## src/rtl/padding_pkg.sv

```systemverilog
// Shared definitions for the padding frame sequencer: default geometry,
// controller state encoding and the pad-row test used by the controller.
package padding_pkg;

  localparam int IMG_H_DEF = 416;
  localparam int CNT_W_DEF = 9;
  localparam int PAD_ROWS  = IMG_H_DEF + 2;

  typedef enum logic [2:0] {
    IDLE,
    FILL,
    SETTLE,
    WIN,
    DONE
  } state_t;

  // The top and bottom padded rows are synthesised as zeros by the datapath.
  function automatic logic pad_row(input int unsigned row, input int unsigned img_h);
    return (row == 0) || (row == img_h + 1);
  endfunction

endpackage

```

## src/rtl/padding_perf_cnt.sv

```systemverilog
// Stall-cycle counter for the padding sequencer, only instantiated when
// PADDING_CTRL_PERF_EN is defined.
module padding_perf_cnt (
  input  logic        clk,
  input  logic        reset,
  input  logic        clear,
  input  logic        stall,
  output logic [31:0] stall_cnt
);

  always_ff @(posedge clk) begin
    if (reset || clear) begin
      stall_cnt <= 32'd0;
    end else if (stall) begin
      stall_cnt <= stall_cnt + 32'd1;
    end
  end

endmodule

```

## src/rtl/padding_ctrl.sv

```systemverilog
// Frame sequencer driving the padding row buffer: pushes padded rows, waits for
// the datapath to settle and hands 3-row windows downstream. Optional macro:
// PADDING_CTRL_PERF_EN adds a stall_cnt output.
module padding_ctrl
  import padding_pkg::*;
#(
  parameter int IMG_H    = IMG_H_DEF,
  parameter int CNT_W    = CNT_W_DEF,
  parameter int PIPE_LAT = 1
) (
  input  logic             clk,
  input  logic             reset,
  input  logic             start,
  input  logic             in_valid,
  output logic             in_ready,
  output logic             win_valid,
  input  logic             win_ready,
  output logic [CNT_W-1:0] win_row,
  output logic             pad_en,
  output logic             pad_wait_en,
  output logic [CNT_W-1:0] pad_count,
  output logic             busy,
  output logic             done
`ifdef PADDING_CTRL_PERF_EN
  ,
  output logic [31:0]      stall_cnt
`endif
);

  localparam int SET_W = (PIPE_LAT > 1) ? $clog2(PIPE_LAT) : 1;
  localparam logic [SET_W-1:0] SET_LAST = SET_W'(PIPE_LAT - 1);
  localparam logic [CNT_W-1:0] LAST_PAD = CNT_W'(IMG_H + 1);
  localparam logic [CNT_W-1:0] LAST_ROW = CNT_W'(IMG_H - 1);

  state_t           state;
  logic [1:0]       fill;
  logic [SET_W-1:0] settle;
  logic             cur_pad;

  assign cur_pad = pad_row(32'(pad_count), 32'(IMG_H));

  // Push handshake depends on the live in_valid, so it is decoded from state.
  always_comb begin
    in_ready = (state == FILL) && !cur_pad;
    pad_en   = (state == FILL) && (cur_pad || in_valid);
  end

  always_ff @(posedge clk) begin
    if (reset) begin
      state       <= IDLE;
      fill        <= 2'd0;
      settle      <= '0;
      pad_count   <= '0;
      win_row     <= '0;
      busy        <= 1'b0;
      done        <= 1'b0;
      win_valid   <= 1'b0;
      pad_wait_en <= 1'b0;
    end else begin
      done <= 1'b0;
      case (state)
        IDLE: begin
          if (start) begin
            state     <= FILL;
            pad_count <= '0;
            fill      <= 2'd0;
            win_row   <= '0;
            busy      <= 1'b1;
          end
        end
        FILL: begin
          if (pad_en) begin
            if (pad_count != LAST_PAD) pad_count <= pad_count + CNT_W'(1);
            if (fill != 2'd3) fill <= fill + 2'd1;
            // Third push completes the first window; afterwards every push does.
            if (fill >= 2'd2) begin
              state  <= SETTLE;
              settle <= '0;
            end
          end
        end
        SETTLE: begin
          if (settle == SET_LAST) begin
            state       <= WIN;
            win_valid   <= 1'b1;
            pad_wait_en <= 1'b1;
          end else begin
            settle <= settle + SET_W'(1);
          end
        end
        WIN: begin
          if (win_ready) begin
            win_valid   <= 1'b0;
            pad_wait_en <= 1'b0;
            if (win_row == LAST_ROW) begin
              state <= DONE;
              done  <= 1'b1;
            end else begin
              win_row <= win_row + CNT_W'(1);
              state   <= FILL;
            end
          end
        end
        DONE: begin
          state     <= IDLE;
          busy      <= 1'b0;
          pad_count <= '0;
          win_row   <= '0;
          fill      <= 2'd0;
        end
        default: state <= IDLE;
      endcase
    end
  end

`ifdef PADDING_CTRL_PERF_EN
  logic stall;
  logic perf_clear;

  assign stall      = ((state == FILL) && !cur_pad && !in_valid) ||
                      ((state == WIN) && !win_ready);
  assign perf_clear = (state == IDLE) && start;

  padding_perf_cnt u_perf (
    .clk       (clk),
    .reset     (reset),
    .clear     (perf_clear),
    .stall     (stall),
    .stall_cnt (stall_cnt)
  );
`endif

endmodule

```

## config.mk

```make
export PLATFORM = sky130hd
export DESIGN_NAME = padding_ctrl
export DESIGN_NICKNAME = d
export VERILOG_FILES = /design/src/rtl/padding_pkg.sv /design/src/rtl/padding_perf_cnt.sv /design/src/rtl/padding_ctrl.sv
export SDC_FILE = /design/constraint.sdc
export NUM_CORES = 1
export LEC_CHECK = 0
export BUFFER_PORTS_ARGS = -buffer_cell sky130_fd_sc_hd__buf_2
export CORE_ASPECT_RATIO = 1.2
export CORE_MARGIN = 5
export CORE_UTILIZATION = 55
export CTS_BUF_LIST = sky130_fd_sc_hd__clkbuf_16
export DETAILED_ROUTE_END_ITERATION = 8
export PLACE_DENSITY_LB_ADDON = 0.12
export SYNTH_ARGS = -nofsm -noshare
export SYNTH_HDL_FRONTEND = slang
export SYNTH_SLANG_ARGS = --single-unit
```

## constraint.sdc

```tcl
create_clock -name clk -period 4.25 [get_ports clk]
set_clock_uncertainty 0.15 [all_clocks]
set_input_delay 0.85 -clock clk [delete_from_list [all_inputs] [get_ports clk]]
set_output_delay 0.85 -clock clk [all_outputs]
set_load 0.03 [all_outputs]
```

==> results.tsv, run 1 <==
stage	metric	value	unit
synthesis	ys flop type	dfxtp_1	
synthesis	Ys Warns	0	
detailed_routing	via count	1515	
timing	Tmin final	2.99	ns
critical_path	slowest cell on the critical path	or4b_4	
synthesis	fraction of registers with async set/reset	0	%
synthesis	Seq/Total Area, Yosys	32.6	%
floorplan	Die ar.	4080	sq um
pwr	Internal	0.398	mW
floorplan	Row Count	21	
global_route	maximum number of pins on one net before global-route repair	17	
worst_hold_path	HP Class	register to register	
detailed_routing	Post-Route WL	3850	um
timing	final hold vios	0	
pwr	Cell Pwr Density	296	nW/um^2
floorplan	Ports	29	
timing	max frequency	334	MHz
pwr	switching pwr	0.135	mW
place	RD Place Congestion	0.875	
synthesis	synth unique cells	52	
final_layout	Fillers	264	
global_route	total track usage	19.9	%
clocking	clock root cell	clkbuf_16	
detailed_routing	# DRC	0	
pwr	Clock power frac	38.8	%
pwr	Combinational Power Share	13.5	%
floorplan	Die Ht	69.0	um
status	run status	finished clean	
critical_path	Crit Path Max Fanout	7	
synthesis	area of the mapped netlist	1600	sq um
detailed_routing	DR iter-0 viols	63	
final_layout	Area growth, synth to finish	12.9	%
job	maxcap violations	0	
clocking	post-CTS setup buffer count	0	
timing	RSZ-0062 raised after global routing	false	
critical_path	CP Capture Type	primary output	
critical_path	critical path launch point type	register	
timing	worst hold margin	0.330	ns
timing	Final Max Tran Viols	0	
clocking	Worst-Skew Late Latency	0.26	ns
critical_path	Crit path required time	3.25	ns
clocking	total CTS buffers	3	
timing	setup TNS	0	ns
clocking	CTS hold repair buffers	0	
critical_path	Crit path largest cell delay	0.48	ns
critical_path	Top cell by count, worst path	nor2_1	
clocking	Clock Sinks	26	
global_route	vias in the first global route	1398	
clocking	CTS tree	done	
final_layout	fin nets	221	
clocking	Resize count post-CTS	0	
floorplan	core area	2790	sq um
final_layout	number of diodes	0	
timing	Worst Tran Pin Value	0.804	ns
critical_path	WS Path Type	register to primary output	
synthesis	Syn Nets	197	
timing	Final Cycle Share	70.5	%
clocking	clock tree buffer depth	2	
clocking	clock input transition at the sequential cells of the worst setup and hold paths	0.06	ns
pwr	Sw Share	25.3	%
timing	setup violators final	0	
place	dpl cells	239	
place	hpwl dp	2900	um
timing	Rel. slew slack	45.9	%
pwr	Peak VDD IR	192	uV
final_layout	final cell count without fillers	242	
synthesis	synthesized area per cell	8.58	sq um
floorplan	Die Width	59.2	um
place	port buffer count	28	
synthesis	Mapped Cells	186	
detailed_routing	WL per Instance	15.9	um
critical_path	reg2reg setup slack	1.96	ns
global_route	gr ovfl total	0	
global_route	initial antenna violation count	0	
floorplan	Initial Utilization	57.3	%
pwr	Leak	0.693	nW
final_layout	layout cells sized above 1	20.2	%
detailed_routing	Via density	6.26	
detailed_routing	antenna-violating nets left	0	
global_route	global-route wire length before repair	6270	um
critical_path	worst path cell trace	inv_1 > ha_1 > or4b_4 > a21oi_1 > nor2_1 > nor2_1 > buf_2	
pwr	Sequential Power Share	47.7	%
critical_path	crit path DAT	1.99	ns
clocking	CTS H-tree depth	1	
synthesis	synthesized flop and latch total	26	
synthesis	Post-synth EDFFs	0	
detailed_routing	Pre-Repair DR Iteration Count	4	
==> layout by cell type (no fill, tap or decap), types with 2 or more instances in the layout <==
| cell | synthesis | layout |
|---|---|---|
| a21boi_0 | 5 | 5 |
| a21oi_1 | 6 | 6 |
| nor3_1 | 5 | 5 |
| dfxtp_1 | 26 | 26 |
| o21a_1 | 2 | 2 |
| o31ai_1 | 2 | 2 |
| a2bb2oi_1 | 5 | 5 |
| nor4bb_1 | 2 | 2 |
| nor4_1 | 4 | 4 |
| nand4_1 | 5 | 5 |
| nand2_1 | 17 | 17 |
| or4_1 | 2 | 2 |
| and2_1 | 2 | 2 |
| a211oi_1 | 8 | 8 |
| nor2_1 | 10 | 10 |
| nand3_1 | 7 | 7 |
| nand2b_1 | 8 | 8 |
| o21ai_0 | 6 | 6 |
| mux2i_1 | 7 | 7 |
| buf_2 | 3 | 28 |
| or3_1 | 3 | 3 |
| ha_1 | 6 | 6 |
| inv_1 | 9 | 9 |
| mux2_2 | 2 | 2 |
| clkbuf_16 | 0 | 3 |
| a2111oi_0 | 4 | 4 |
==> flip-flops by register name, indices dropped and copies added (netlist names) <==
| name | cells |
|---|---|
| fill | 2 |
| done | 1 |
| pad_wait_en | 1 |
| win_row | 9 |
| pad_count | 9 |
| busy | 1 |
| state | 3 |
==> path summary, 6_finish.rpt <==
path	end	from	depth (start not counted)
worst min register to register	win_row[4]$_SDFFE_PP0P_	win_row[4]$_SDFFE_PP0P_	2
worst min-delay path	win_row[4]$_SDFFE_PP0P_	win_row[4]$_SDFFE_PP0P_	2
worst max-delay path	pad_en	pad_count[0]$_SDFFE_PP0P_	7
worst max register to register	win_row[1]$_SDFFE_PP0P_	win_row[0]$_SDFFE_PP0P_	5
==> area by class of cell <==
cell class / count / area (sq um) / area share [%]
multi-input combinational: 142 / 988 / 54.9
sequential: 26 / 520 / 28.9
timing repair buffer: 28 / 140 / 7.78
clock buffer: 3 / 75.1 / 4.17
tap: 34 / 42.5 / 2.36
inverter: 9 / 33.8 / 1.88
==> power by group through the flow <==
stage               clock, mW  sequential, mW  combinational, mW
floorplan                   0           0.262             0.0517
global placement            0           0.259             0.0688
detailed placement          0           0.259             0.0711
CTS                     0.211           0.254             0.0714
global route            0.222           0.255             0.0782
finish                  0.207           0.254             0.0716
==> synth_stat cells, types with 3 or more instances <==
library cell   n  area share (%)
a2bb2oi_1      5             2.7
ha_1           6             4.7
nor3_1         5             1.6
nand4_1        5             2.0
o21ai_0        6             1.9
nand2_1       17             4.0
a2111oi_0      4             2.2
a21oi_1        6             1.9
dfxtp_1       26              33
nand3_1        7             2.2
a21boi_0       5             2.4
nor4_1         4             1.6
buf_2          3            0.94
a211oi_1       8             3.8
nand2b_1       8             3.1
or3_1          3             1.2
mux2i_1        7             4.4
clkbuf_1       3            0.71
nor2_1        10             2.4
inv_1          9             2.1
==> per-layer routing <==
metal	track usage, %	wire length [um]
met1	23.3	1590
met2	37.0	2030
met3	3.72	191
met4	5.10	36
met5	0	0
==> critical path, delay by kind of cell, from the launching register on <==
family,cells,cell delay (ns)
flops,1,0.36
buf+inv,2,0.30
fa+ha+maj,1,0.17
compound gates,1,0.28
simple gates,3,0.64
==> cells by family (layout without fill, tap and decap cells) <==
family                   after synthesis  in the layout  share of synthesized area (%)
AND/OR/NAND/NOR                       78             78                           28.3
AO/OA/AOI/OAI                         49             49                           23.1
flip-flops                            26             26                           32.6
buffers and inverters                 18             40                           5.41
multiplexers                           9              9                           5.80
adder cells (fa/ha/maj)                6              6                           4.71
==> metrics by stage <==
| stage | setup WS (ns) | cell area [sq um] | total power [mW] | util (%) |
|---|---|---|---|---|
| after CTS | 1.27 | 1800 | 0.536 | 64.6 |
| after global routing | 1.10 | 1800 | 0.555 | 64.6 |
| after detailed placement | 1.55 | 1730 | 0.330 | 61.9 |
| after floorplan | 1.43 | 1600 | 0.313 | - |
| final | 1.26 | 1800 | 0.532 | 64.6 |
| after global placement | 1.61 | 1730 | 0.328 | 61.9 |
No activity file was read; power rests on OpenSTA's default activity.
==> inputs of run 2 (changes only) <==
Settings changed: ABC_AREA set to 1, CORE_UTILIZATION 55 to 50.
Clock period 4.25 ns to 2.5 ns, I/O delays scaled along.
==> results.tsv, run 2 <==
stage	metric	value	unit	change
clocking	post-CTS setup buffer count	0		unchanged
timing	Rel. slew slack	70.1	%	+24 points
critical_path	crit path to	pad_en		
timing	Worst Tran Pin Value	0.447	ns	-0.358 ns
synthesis	synthesized area per cell	6.40	sq um	-25%
critical_path	R2R depth	10		+5
place	hpwl dp	3050	um	+5.2%
clocking	Worst-Skew Late Latency	0.26	ns	about the same
global_route	gr ovfl total	0		unchanged
synthesis	Ys Warns	0		unchanged
global_route	maximum number of pins on one net before global-route repair	19		+2
clocking	clock root cell	clkbuf_16		
critical_path	Crit path required time	1.85	ns	-1.40 ns
pwr	Leak	0.868	nW	+25%
clocking	CTS hold repair buffers	0		unchanged
critical_path	r2r startpoint	pad_count[1]$_SDFFE_PP0P_		
global_route	vias in the first global route	1596		+14%
critical_path	Top cell by count, worst path	nand2_1		
global_route	initial antenna violation count	0		unchanged
synthesis	area of the mapped netlist	1630	sq um	+2.4%
place	port buffer count	28		unchanged
final_layout	number of diodes	0		unchanged
final_layout	commonest non-fill, non-tap cell in the layout	nand2_1		
pwr	Peak VDD IR	543	uV	+180%
synthesis	fraction of registers with async set/reset	0	%	unchanged
clocking	clock input transition at the sequential cells of the worst setup and hold paths	0.06	ns	about the same
detailed_routing	DR iter-0 viols	93		+48%
critical_path	Crit Path Max Fanout	5		-2
synthesis	synth unique cells	32		-38%
synthesis	Mapped Cells	255		+37%
clocking	total CTS buffers	3		unchanged
floorplan	Die ar.	4510	sq um	+11%
job	maxcap violations	0		unchanged
final_layout	commonest cells after routing, fill and taps aside	nand2_1 (77), nor2_1 (39), buf_2 (28)		
timing	RSZ-0062 raised after global routing	false		
detailed_routing	Pre-Repair DR Iteration Count	4		unchanged
detailed_routing	antenna-violating nets left	0		unchanged
critical_path	crit path DAT	1.60	ns	-0.39 ns
worst_hold_path	HP Class	register to register		
final_layout	Area growth, synth to finish	15.3	%	
floorplan	Die Ht	72.6	um	+5.2%
synthesis	Post-synth top cells	nand2_1 (77), nor2_1 (39), dfxtp_1 (26)		
final_layout	biggest regs	pad_count: 9 flops, win_row: 9 flops, state: 3 flops		
place	RD Place Congestion	0.916		+4.8%
critical_path	CP Capture Type	primary output		
detailed_routing	# DRC	0		unchanged
status	run status	finished clean		
timing	Final Max Tran Viols	0		unchanged
place	Post-DP Area	1800	sq um	+4.6%
final_layout	Final Util	60.5	%	-4.1 points
detailed_routing	WL per Instance	12.4	um	-22%
critical_path	WS Path Type	register to primary output		
clocking	Clock Sinks	26		unchanged
critical_path	WP depth	9		+2
final_layout	layout cells sized above 1	15.9	%	-4.3 points
timing	final hold vios	0		unchanged
clocking	CTS tree	done		
synthesis	Syn Nets	266		+35%
pwr	Cell Pwr Density	984	nW/um^2	+230%
critical_path	Top delay family on crit path	flip-flops		
synthesis	synthesized flop and latch total	26		unchanged
final_layout	Fillers	336		+27%
critical_path	Buf+Inv Stages, Crit Path	3		+1
synthesis	Post-synth EDFFs	0		unchanged
timing	setup TNS	0	ns	unchanged
timing	max frequency	444	MHz	
floorplan	core area	3110	sq um	+12%
detailed_routing	Via density	5.19		-17%
synthesis	Synth top area share	31.9	%	-0.75 points
critical_path	worst path cell trace	inv_1 > ha_1 > nand2_1 > nor2_1 > nand2_1 > nand2_1 > o21ai_0 > inv_1 > buf_2		
pwr	Design Power	1.85	mW	+250%
synthesis	Seq/Total Area, Yosys	31.9	%	-0.75 points
floorplan	Die Width	62.2	um	+5.1%
critical_path	R2R Path End	pad_count[0]$_SDFFE_PP0P_		
critical_path	critical path launch point type	register		
global_route	total track usage	18.5	%	-1.4 points
clocking	clock tree buffer depth	2		unchanged
critical_path	origin of the worst setup path	pad_count[0]$_SDFFE_PP0P_		
synthesis	top cell type by total area after synthesis	dfxtp_1		
detailed_routing	Post-Route WL	3970	um	+3.1%
final_layout	fin nets	295		+33%
global_route	global-route wire length before repair	6960	um	+11%
detailed_routing	via count	1657		+9.4%
timing	setup violators final	0		unchanged
floorplan	Ports	29		unchanged
critical_path	slowest cell on the critical path	dfxtp_1		
timing	Final Cycle Share	90.2	%	
synthesis	ys flop type	dfxtp_1		
critical_path	reg2reg setup slack	0.55	ns	-1.41 ns
clocking	CTS H-tree depth	1		unchanged
final_layout	cell area after layout	1880	sq um	+4.6%
critical_path	Crit path largest cell delay	0.39	ns	-0.09 ns
synthesis	top post-synthesis cells by area	dfxtp_1 (32%), nand2_1 (18%), nor2_1 (9.0%), a21oi_1 (6.7%), inv_1 (5.7%)		
floorplan	Row Count	22		+4.8%
clocking	Resize count post-CTS	0		unchanged
floorplan	Initial Utilization	52.5	%	-4.8 points
synthesis	top-count cell post-synth	nand2_1		
timing	Tmin final	2.25	ns	
run 2: area by class of cell:
type                       instances  area (sq um)  share of cell area [%]
sequential                        26           520                    27.6
timing repair buffer              31           163                    8.64
clock buffer                       3          75.1                    3.99
clock inverter                     1          3.75                   0.199
tap                               36          45.0                    2.39
multi-input combinational        193           962                    51.1
inverter                          29           114                    6.05
run 2: through the flow:
stage	worst slack (ns)	hold slack, ns	instances
after detailed placement	0.509	0.316	315
final	0.246	0.320	319
after global placement	0.508	0.310	315
after floorplan	0.365	0.310	255
after global routing	0.0581	0.344	319
after CTS	0.221	0.323	319
run 2: worst min-delay path: cells and delay by family, from the launching register on:
kind | cells | cell delay [ns]
AOI/OAI and AO/OA | 1 | 0.05
and+or+nand+nor | 1 | 0.06
DFF | 1 | 0.32
run 2: power breakdown:
group          total, mW  switching [mW]  internal (mW)
Sequential         0.565          0.0818          0.483
Clock              0.354           0.140          0.214
Combinational      0.935           0.648          0.287
run 2: worst min-delay path by stage:
stage                                   from                       end  cells past startpoint
floorplan              state[2]$_SDFFE_PP0P_         busy$_SDFFE_PP0P_                      1
global placement    pad_wait_en$_SDFFE_PP0P_  pad_wait_en$_SDFFE_PP0P_                      2
detailed placement  pad_wait_en$_SDFFE_PP0P_  pad_wait_en$_SDFFE_PP0P_                      2
CTS                 pad_wait_en$_SDFFE_PP0P_  pad_wait_en$_SDFFE_PP0P_                      2
global route        pad_wait_en$_SDFFE_PP0P_  pad_wait_en$_SDFFE_PP0P_                      2
finish              pad_wait_en$_SDFFE_PP0P_  pad_wait_en$_SDFFE_PP0P_                      2
run 2: logic make-up (layout without fill, tap and decap cells):
logic type / after synthesis / after routing / share of synthesized area, %
and+or+nand+nor: 153 / 153 / 41.3
AOI/OAI and AO/OA: 29 / 29 / 10.3
xor gates and xnor gates: 5 / 5 / 2.68
buffers and inverters: 36 / 64 / 9.20
DFF: 26 / 26 / 31.9
adders and majority gates: 6 / 6 / 4.60
run 2: layer usage:
| metal | track usage (%) | part of all wire (%) |
|---|---|---|
| met1 | 21.1 | 44 |
| met2 | 34.3 | 51 |
| met3 | 2.93 | 3.6 |
| met4 | 7.23 | 2.0 |
| met5 | 0 | 0 |
